===== src/rtl/leglite_pkg.sv =====
// leglite_pkg: opcode, ALU select, state encodings and control-word type shared by the LEGLite control path and datapath
// Contents: OP_* opcode constants, ALU_* function codes, state_t FSM encoding,
//           ctrl_t bundle of datapath enables, is_rtype() helper.
package leglite_pkg;
  localparam logic [2:0] OP_ADD  = 3'd0;
  localparam logic [2:0] OP_SUB  = 3'd1;
  localparam logic [2:0] OP_AND  = 3'd2;
  localparam logic [2:0] OP_ORR  = 3'd3;
  localparam logic [2:0] OP_LDUR = 3'd4;
  localparam logic [2:0] OP_STUR = 3'd5;
  localparam logic [2:0] OP_CBZ  = 3'd6;
  localparam logic [2:0] OP_ADDI = 3'd7;
  localparam logic [2:0] ALU_ADD   = 3'd0;
  localparam logic [2:0] ALU_SUB   = 3'd1;
  localparam logic [2:0] ALU_AND   = 3'd2;
  localparam logic [2:0] ALU_OR    = 3'd3;
  localparam logic [2:0] ALU_PASSB = 3'd4;
  typedef enum logic [2:0] {
    S_FETCH  = 3'd0,
    S_DECODE = 3'd1,
    S_EXEC   = 3'd2,
    S_MEM    = 3'd3,
    S_WB     = 3'd4
  } state_t;
  typedef struct packed {
    logic       ir_write;
    logic       pc_inc;
    logic       pc_branch;
    logic       ab_load;
    logic       reg2loc;
    logic       alusrc;
    logic [2:0] alu_select;
    logic       aluout_load;
    logic       dread;
    logic       dwrite;
    logic       mdr_load;
    logic       memtoreg;
    logic       regwrite;
    logic       instr_done;
  } ctrl_t;
  // R-type opcodes double as their ALU function code
  function automatic logic is_rtype(input logic [2:0] op);
    return op <= OP_ORR;
  endfunction
endpackage


===== src/rtl/leglite_multicycle_ctrl_if.sv =====
// leglite_multicycle_ctrl_if: control/status bundle between the LEGLite sequencer and its datapath
// master: sequencer side (receives opcode, alu_zero, imem_ready, dmem_ready; drives enables, selects, state)
// slave:  datapath side (the reverse directions)
interface leglite_multicycle_ctrl_if;
  logic [2:0] opcode;
  logic       alu_zero;
  logic       imem_ready;
  logic       dmem_ready;
  logic       ir_write;
  logic       pc_inc;
  logic       pc_branch;
  logic       ab_load;
  logic       reg2loc;
  logic       alusrc;
  logic [2:0] alu_select;
  logic       aluout_load;
  logic       dread;
  logic       dwrite;
  logic       mdr_load;
  logic       memtoreg;
  logic       regwrite;
  logic       instr_done;
  logic [2:0] state;
  modport master (
    input  opcode, alu_zero, imem_ready, dmem_ready,
    output ir_write, pc_inc, pc_branch, ab_load, reg2loc, alusrc, alu_select,
           aluout_load, dread, dwrite, mdr_load, memtoreg, regwrite, instr_done, state
  );
  modport slave (
    output opcode, alu_zero, imem_ready, dmem_ready,
    input  ir_write, pc_inc, pc_branch, ab_load, reg2loc, alusrc, alu_select,
           aluout_load, dread, dwrite, mdr_load, memtoreg, regwrite, instr_done, state
  );
endinterface


===== src/rtl/leglite_perf_counters.sv =====
// leglite_perf_counters: saturating cycle and retired-instruction counters (built only with LEGLITE_PERF_COUNT_EN)
// Ports: clock, reset (sync, active-high), instr_done in; cycle_count[15:0], instr_count[15:0] out.
`ifdef LEGLITE_PERF_COUNT_EN
module leglite_perf_counters (
  input  logic        clock,
  input  logic        reset,
  input  logic        instr_done,
  output logic [15:0] cycle_count,
  output logic [15:0] instr_count
);
  logic [15:0] cycle_q, cycle_d, instr_q, instr_d;
  always_comb begin
    cycle_d = (cycle_q == 16'hFFFF) ? cycle_q : cycle_q + 16'd1;
    instr_d = (instr_done && instr_q != 16'hFFFF) ? instr_q + 16'd1 : instr_q;
  end
  always_ff @(posedge clock) begin
    cycle_q <= reset ? 16'd0 : cycle_d;
    instr_q <= reset ? 16'd0 : instr_d;
  end
  assign cycle_count = cycle_q;
  assign instr_count = instr_q;
endmodule
`endif


===== src/rtl/leglite_multicycle_ctrl.sv =====
// leglite_multicycle_ctrl: FETCH/DECODE/EXEC/MEM/WB sequencer driving the multicycle LEGLite datapath
// Ports: clock, reset (sync, active-high); bus (leglite_multicycle_ctrl_if.master) carrying
//        opcode/alu_zero/imem_ready/dmem_ready in and all datapath enables, selects and state out.
// Optional: LEGLITE_PERF_COUNT_EN adds cycle_count[15:0] and instr_count[15:0] outputs.
module leglite_multicycle_ctrl
  import leglite_pkg::*;
(
  input  logic clock,
  input  logic reset,
  leglite_multicycle_ctrl_if.master bus
`ifdef LEGLITE_PERF_COUNT_EN
  ,
  output logic [15:0] cycle_count,
  output logic [15:0] instr_count
`endif
);
  logic [2:0] state_q, state_d;
  ctrl_t dec, out;
  always_ff @(posedge clock) state_q <= reset ? S_FETCH : state_d;
  always_comb begin
    dec = '0;
    state_d = S_FETCH;
    case (state_q)
      S_FETCH: begin
        dec.ir_write = bus.imem_ready;
        dec.pc_inc = bus.imem_ready;
        state_d = bus.imem_ready ? S_DECODE : S_FETCH;
      end
      S_DECODE: begin
        dec.ab_load = 1'b1;
        dec.reg2loc = bus.opcode inside {OP_STUR, OP_CBZ};
        state_d = S_EXEC;
      end
      S_EXEC: begin
        if (bus.opcode == OP_CBZ) begin
          dec.alu_select = ALU_PASSB;
          dec.pc_branch = bus.alu_zero;
          dec.instr_done = 1'b1;
          state_d = S_FETCH;
        end else begin
          dec.alu_select = is_rtype(bus.opcode) ? bus.opcode : ALU_ADD;
          dec.alusrc = !is_rtype(bus.opcode);
          dec.aluout_load = 1'b1;
          state_d = (bus.opcode inside {OP_LDUR, OP_STUR}) ? S_MEM : S_WB;
        end
      end
      S_MEM: begin
        // the request stays up and ALU-out (the address) is untouched until dmem_ready
        dec.dread = bus.opcode == OP_LDUR;
        dec.dwrite = bus.opcode == OP_STUR;
        dec.mdr_load = dec.dread & bus.dmem_ready;
        dec.instr_done = dec.dwrite & bus.dmem_ready;
        state_d = !(dec.dread | dec.dwrite) ? S_FETCH :
                  !bus.dmem_ready ? S_MEM :
                  dec.dread ? S_WB : S_FETCH;
      end
      S_WB: begin
        dec.regwrite = 1'b1;
        dec.memtoreg = bus.opcode == OP_LDUR;
        dec.instr_done = 1'b1;
        state_d = S_FETCH;
      end
      default: state_d = S_FETCH;
    endcase
  end
  // reset silences every output in the same cycle, so an abandoned access never commits
  assign out = reset ? '0 : dec;
  assign bus.state = reset ? 3'd0 : state_q;
  assign bus.ir_write = out.ir_write;
  assign bus.pc_inc = out.pc_inc;
  assign bus.pc_branch = out.pc_branch;
  assign bus.ab_load = out.ab_load;
  assign bus.reg2loc = out.reg2loc;
  assign bus.alusrc = out.alusrc;
  assign bus.alu_select = out.alu_select;
  assign bus.aluout_load = out.aluout_load;
  assign bus.dread = out.dread;
  assign bus.dwrite = out.dwrite;
  assign bus.mdr_load = out.mdr_load;
  assign bus.memtoreg = out.memtoreg;
  assign bus.regwrite = out.regwrite;
  assign bus.instr_done = out.instr_done;
`ifdef LEGLITE_PERF_COUNT_EN
  leglite_perf_counters u_perf (
    .clock(clock),
    .reset(reset),
    .instr_done(out.instr_done),
    .cycle_count(cycle_count),
    .instr_count(instr_count)
  );
`endif
endmodule


===== src/flat_wrapper.sv =====
// flat-port wrapper written by rule: the top's interface ports become plain ports
module leglite_multicycle_ctrl_flat import leglite_pkg::*;
  (clock, reset, bus_opcode, bus_alu_zero, bus_imem_ready, bus_dmem_ready, bus_ir_write, bus_pc_inc, bus_pc_branch, bus_ab_load, bus_reg2loc, bus_alusrc, bus_alu_select, bus_aluout_load, bus_dread, bus_dwrite, bus_mdr_load, bus_memtoreg, bus_regwrite, bus_instr_done, bus_state);
  leglite_multicycle_ctrl_if bus_i ();
  input  logic clock;
  input  logic reset;
  input wire logic [$bits(bus_i.opcode)-1:0] bus_opcode;
  input wire logic [$bits(bus_i.alu_zero)-1:0] bus_alu_zero;
  input wire logic [$bits(bus_i.imem_ready)-1:0] bus_imem_ready;
  input wire logic [$bits(bus_i.dmem_ready)-1:0] bus_dmem_ready;
  output wire logic [$bits(bus_i.ir_write)-1:0] bus_ir_write;
  output wire logic [$bits(bus_i.pc_inc)-1:0] bus_pc_inc;
  output wire logic [$bits(bus_i.pc_branch)-1:0] bus_pc_branch;
  output wire logic [$bits(bus_i.ab_load)-1:0] bus_ab_load;
  output wire logic [$bits(bus_i.reg2loc)-1:0] bus_reg2loc;
  output wire logic [$bits(bus_i.alusrc)-1:0] bus_alusrc;
  output wire logic [$bits(bus_i.alu_select)-1:0] bus_alu_select;
  output wire logic [$bits(bus_i.aluout_load)-1:0] bus_aluout_load;
  output wire logic [$bits(bus_i.dread)-1:0] bus_dread;
  output wire logic [$bits(bus_i.dwrite)-1:0] bus_dwrite;
  output wire logic [$bits(bus_i.mdr_load)-1:0] bus_mdr_load;
  output wire logic [$bits(bus_i.memtoreg)-1:0] bus_memtoreg;
  output wire logic [$bits(bus_i.regwrite)-1:0] bus_regwrite;
  output wire logic [$bits(bus_i.instr_done)-1:0] bus_instr_done;
  output wire logic [$bits(bus_i.state)-1:0] bus_state;
  assign bus_i.opcode = bus_opcode;
  assign bus_i.alu_zero = bus_alu_zero;
  assign bus_i.imem_ready = bus_imem_ready;
  assign bus_i.dmem_ready = bus_dmem_ready;
  assign bus_ir_write = bus_i.ir_write;
  assign bus_pc_inc = bus_i.pc_inc;
  assign bus_pc_branch = bus_i.pc_branch;
  assign bus_ab_load = bus_i.ab_load;
  assign bus_reg2loc = bus_i.reg2loc;
  assign bus_alusrc = bus_i.alusrc;
  assign bus_alu_select = bus_i.alu_select;
  assign bus_aluout_load = bus_i.aluout_load;
  assign bus_dread = bus_i.dread;
  assign bus_dwrite = bus_i.dwrite;
  assign bus_mdr_load = bus_i.mdr_load;
  assign bus_memtoreg = bus_i.memtoreg;
  assign bus_regwrite = bus_i.regwrite;
  assign bus_instr_done = bus_i.instr_done;
  assign bus_state = bus_i.state;
  leglite_multicycle_ctrl u_core (.clock(clock), .reset(reset), .bus(bus_i));
endmodule

===== config.mk =====
export PLATFORM = sky130hd
export DESIGN_NAME = leglite_multicycle_ctrl_flat
export DESIGN_NICKNAME = d
export VERILOG_FILES = /design/src/rtl/leglite_pkg.sv /design/src/rtl/leglite_multicycle_ctrl_if.sv /design/src/rtl/leglite_perf_counters.sv /design/src/rtl/leglite_multicycle_ctrl.sv /design/src/flat_wrapper.sv
export SDC_FILE = /design/constraint.sdc
export NUM_CORES = 1
export LEC_CHECK = 0
export CAP_MARGIN = 20
export CORE_AREA = 5 5 42 44
export DETAILED_ROUTE_END_ITERATION = 10
export DIE_AREA = 0 0 47 49
export GPL_TIMING_DRIVEN = 1
export MAX_ROUTING_LAYER = met4
export PLACE_DENSITY_LB_ADDON = 0.25
export SYNTH_ARGS = -nofsm -noshare
export SYNTH_HDL_FRONTEND = slang
export SYNTH_SLANG_ARGS = --single-unit

===== constraint.sdc =====
create_clock -name clock -period 1.77 [get_ports clock]
set_input_delay 0.354 -clock clock [delete_from_list [all_inputs] [get_ports clock]]
set_output_delay 0.354 -clock clock [all_outputs]
set_load 0.01 [all_outputs]

==> flow_summary.yaml <==
die:
  fp-row-count: 14
  dieHeight_um: 49
  ios: 27
  die-width_um: 47
  design.core.area_mm2: 0.00140
  dieArea_mm2: 0.00230
  initial_core_util_pct: 21.1
job:
  cap_violations: 0
grt:
  grt_pass1_wl_um: 1940
  grt_pass1_vias: 483
  grtUsageTotal_pct: 11.9
  overflow: 0
  antenna_found_initial: 0
  grt_max_degree: 9
synthesis:
  synthFlopType: "dfxtp_1"
  syn_nets: 50
  synth_cell_types: 24
  syn_inst: 42
  synth-edff-count: 0
  async_reset_ff_share_pct: 0
  ys_warn_count: 0
  ys_seq_area_share_pct: 20.3
  syn_avg_cell_area_um2: 7.03
  ys_seq_elements: 3
  synth_area_um2: 295
cells_and_area:
  layoutNonFillerInstCount: 105
  final_cell_area_um2: 764
  multi_input_area_um2: 280
  fillers: 149
  fin_util_pct: 54.6
  drive_gt1_share_pct: 57.3
  largest_reg_flops: 3
  final_cell_mix: "buf_4, buf_2, buf_6, dlygate4sd2_1"
  syn_to_final_growth_pct: 159
  diodes: 0
  seq_area_um2: 61.3
  top_regs: "u_core.state_q (3)"
  largest_register: "u_core.state_q"
  final_nets: 98
  layout_commonest_cell: "buf_4"
worst_setup_path:
  cp-end-kind: "output pin"
  path_class: "flop to output pin"
  rr_startpoint: "u_core.state_q[2]$_SDFF_PP0_"
  reg2reg_depth: 6
  critPathLaunchType: "flop"
  r2r_end: "u_core.state_q[2]$_SDFF_PP0_"
  required_ps: 1420
  arrival_ps: 1720
  critical_path.startpoint: "u_core.state_q[0]$_SDFF_PP0_"
  rrSetupSlack_ps: 390
  path_max_fanout: 2
clock_tree:
  insertion_delay_ps: 230
  cts_tree: "built"
  numCtsBuffers: 3
  cts_root_buf: "clkbuf_4"
  cts_sinks: 3
  hold_buffers: 0
  path_clk_slew_ps: 40
  clock_path_buffers: 2
  cts_max_level: 1
placed_design:
  dp.cells: 96
  dp_hpwl_um: 903
  placed_area_um2: 672
  portBuffers: 26
  place_congestion: 0.745
sta:
  fin_crit_ps: 2070
  hold_viol_final: 0
  hold-worst-slack_ps: 549
  maxSlewViolCount: 0
  worst_slew_pin_slew_ps: 249
  finalSetupViolCount: 7
  fmax_mhz: 482
  fin_skew_ps: 2.63
  rsz0062_at_grt: "yes"
  fin_crit_sh_pct: 117
  timing.final.ws_setup_ps: -303
  slew_headroom_pct: 83.3
detailed_routing:
  drc_errors: 0
  firstDrtPassIters: 4
  antenna_left: 0
  drt-total-wl_um: 1330
  drt_iter0_markers: 5
  wl_per_cell_um: 12.6
  viasPerCell: 4.63
  vias: 486
hold_path:
  min_to: "u_core.state_q[2]$_SDFF_PP0_"
  hold_path.startpoint: "bus_opcode[0]"
  hold_depth: 3
  hold_path.class: "primary input to flop"
power:
  power_frac_comb_pct: 37.0
  power.density_mw_per_mm2: 397
  p_leak_nw: 0.400
  switchingPower_uw: 84.6
  p_clk_share_pct: 38.6
  power_frac_seq_pct: 24.4
  vdd_drop_max_mv: 0.248
  power.internal_uw: 219
  swShare_pct: 27.8
run_status:
  violations: "setup timing"
  outcome: "complete, but fails checks"
## per-layer routing
metal,vias to the layer above,part of all wire [%],global-route usage (%)
li1,243,-,-
met1,224,34,10.7
met2,15,56,19.7
met3,4,7.2,2.58
met4,0,2.0,10.1
met5,-,0,-
## power by group through the flow
stage	logic (mW)	clock network [mW]	registers [mW]
floorplan	0.0319	0	0.0767
global placement	0.0960	0	0.0745
detailed placement	0.0967	0	0.0749
CTS	0.109	0.123	0.0742
global route	0.120	0.131	0.0744
finish	0.112	0.117	0.0742
## stage by stage
stage	worst slack, ps	TNS, ps	power (mW)
after floorplan	-43.0	-43.0	0.109
after global placement	-912	-11290	0.170
after detailed placement	-928	-11290	0.172
after CTS	-308	-1350	0.306
after global routing	-342	-1730	0.326
final	-303	-1380	0.304
## area by class of cell
| cell class | count | area share, % |
|---|---|---|
| Multi-Input combinational cell | 34 | 36.7 |
| Inverter | 3 | 1.47 |
| Timing Repair Buffer | 45 | 47.8 |
| Clock buffer | 4 | 3.44 |
| Tap cell | 16 | 2.62 |
| Sequential cell | 3 | 8.02 |
## timing repair
action / in CTS / in global routing
pin swaps: 2 / 4
setup buffers: 2 / 3
resized for setup: 70 / 13
endpoints found under the setup margin: 19 / 14
## kinds of logic (layout without fill, tap and decap cells)
kind of cell | count (synthesis) | count (layout) | share of synthesized area [%]
AND/OR/NAND/NOR | 28 | 28 | 57.2
AO/OA/AOI/OAI | 5 | 5 | 11.9
buffers and inverters | 5 | 52 | 7.63
flip-flops | 3 | 3 | 20.3
XOR/XNOR | 1 | 1 | 2.97
## worst max path at each step
stage	endpoint	slack [ps]	cells after the start
floorplan	bus_pc_branch	-40	4
global placement	bus_pc_branch	-910	6
detailed placement	bus_pc_branch	-930	6
CTS	bus_pc_branch	-310	5
global route	bus_pc_branch	-340	5
finish	bus_pc_branch	-300	5
## Yosys cell counts, types with 2 or more instances
cell / count / area share, %
nand2_1: 3 / 3.8
dfxtp_1: 3 / 20
and2_1: 2 / 4.2
nor2b_1: 4 / 8.5
nand3_1: 2 / 3.4
and3_1: 2 / 4.2
nand2b_1: 3 / 6.4
inv_1: 2 / 2.5
nor2_1: 3 / 3.8
nor3_1: 4 / 6.8
## worst max-delay path, cell delays in order (launching register included)
cell	delay [ps]
dfxtp_2	310
or4b_4	540
or3_4	350
inv_2	60
and2_4	140
buf_6	90
Note: power is estimated with default switching activity, not from simulation.
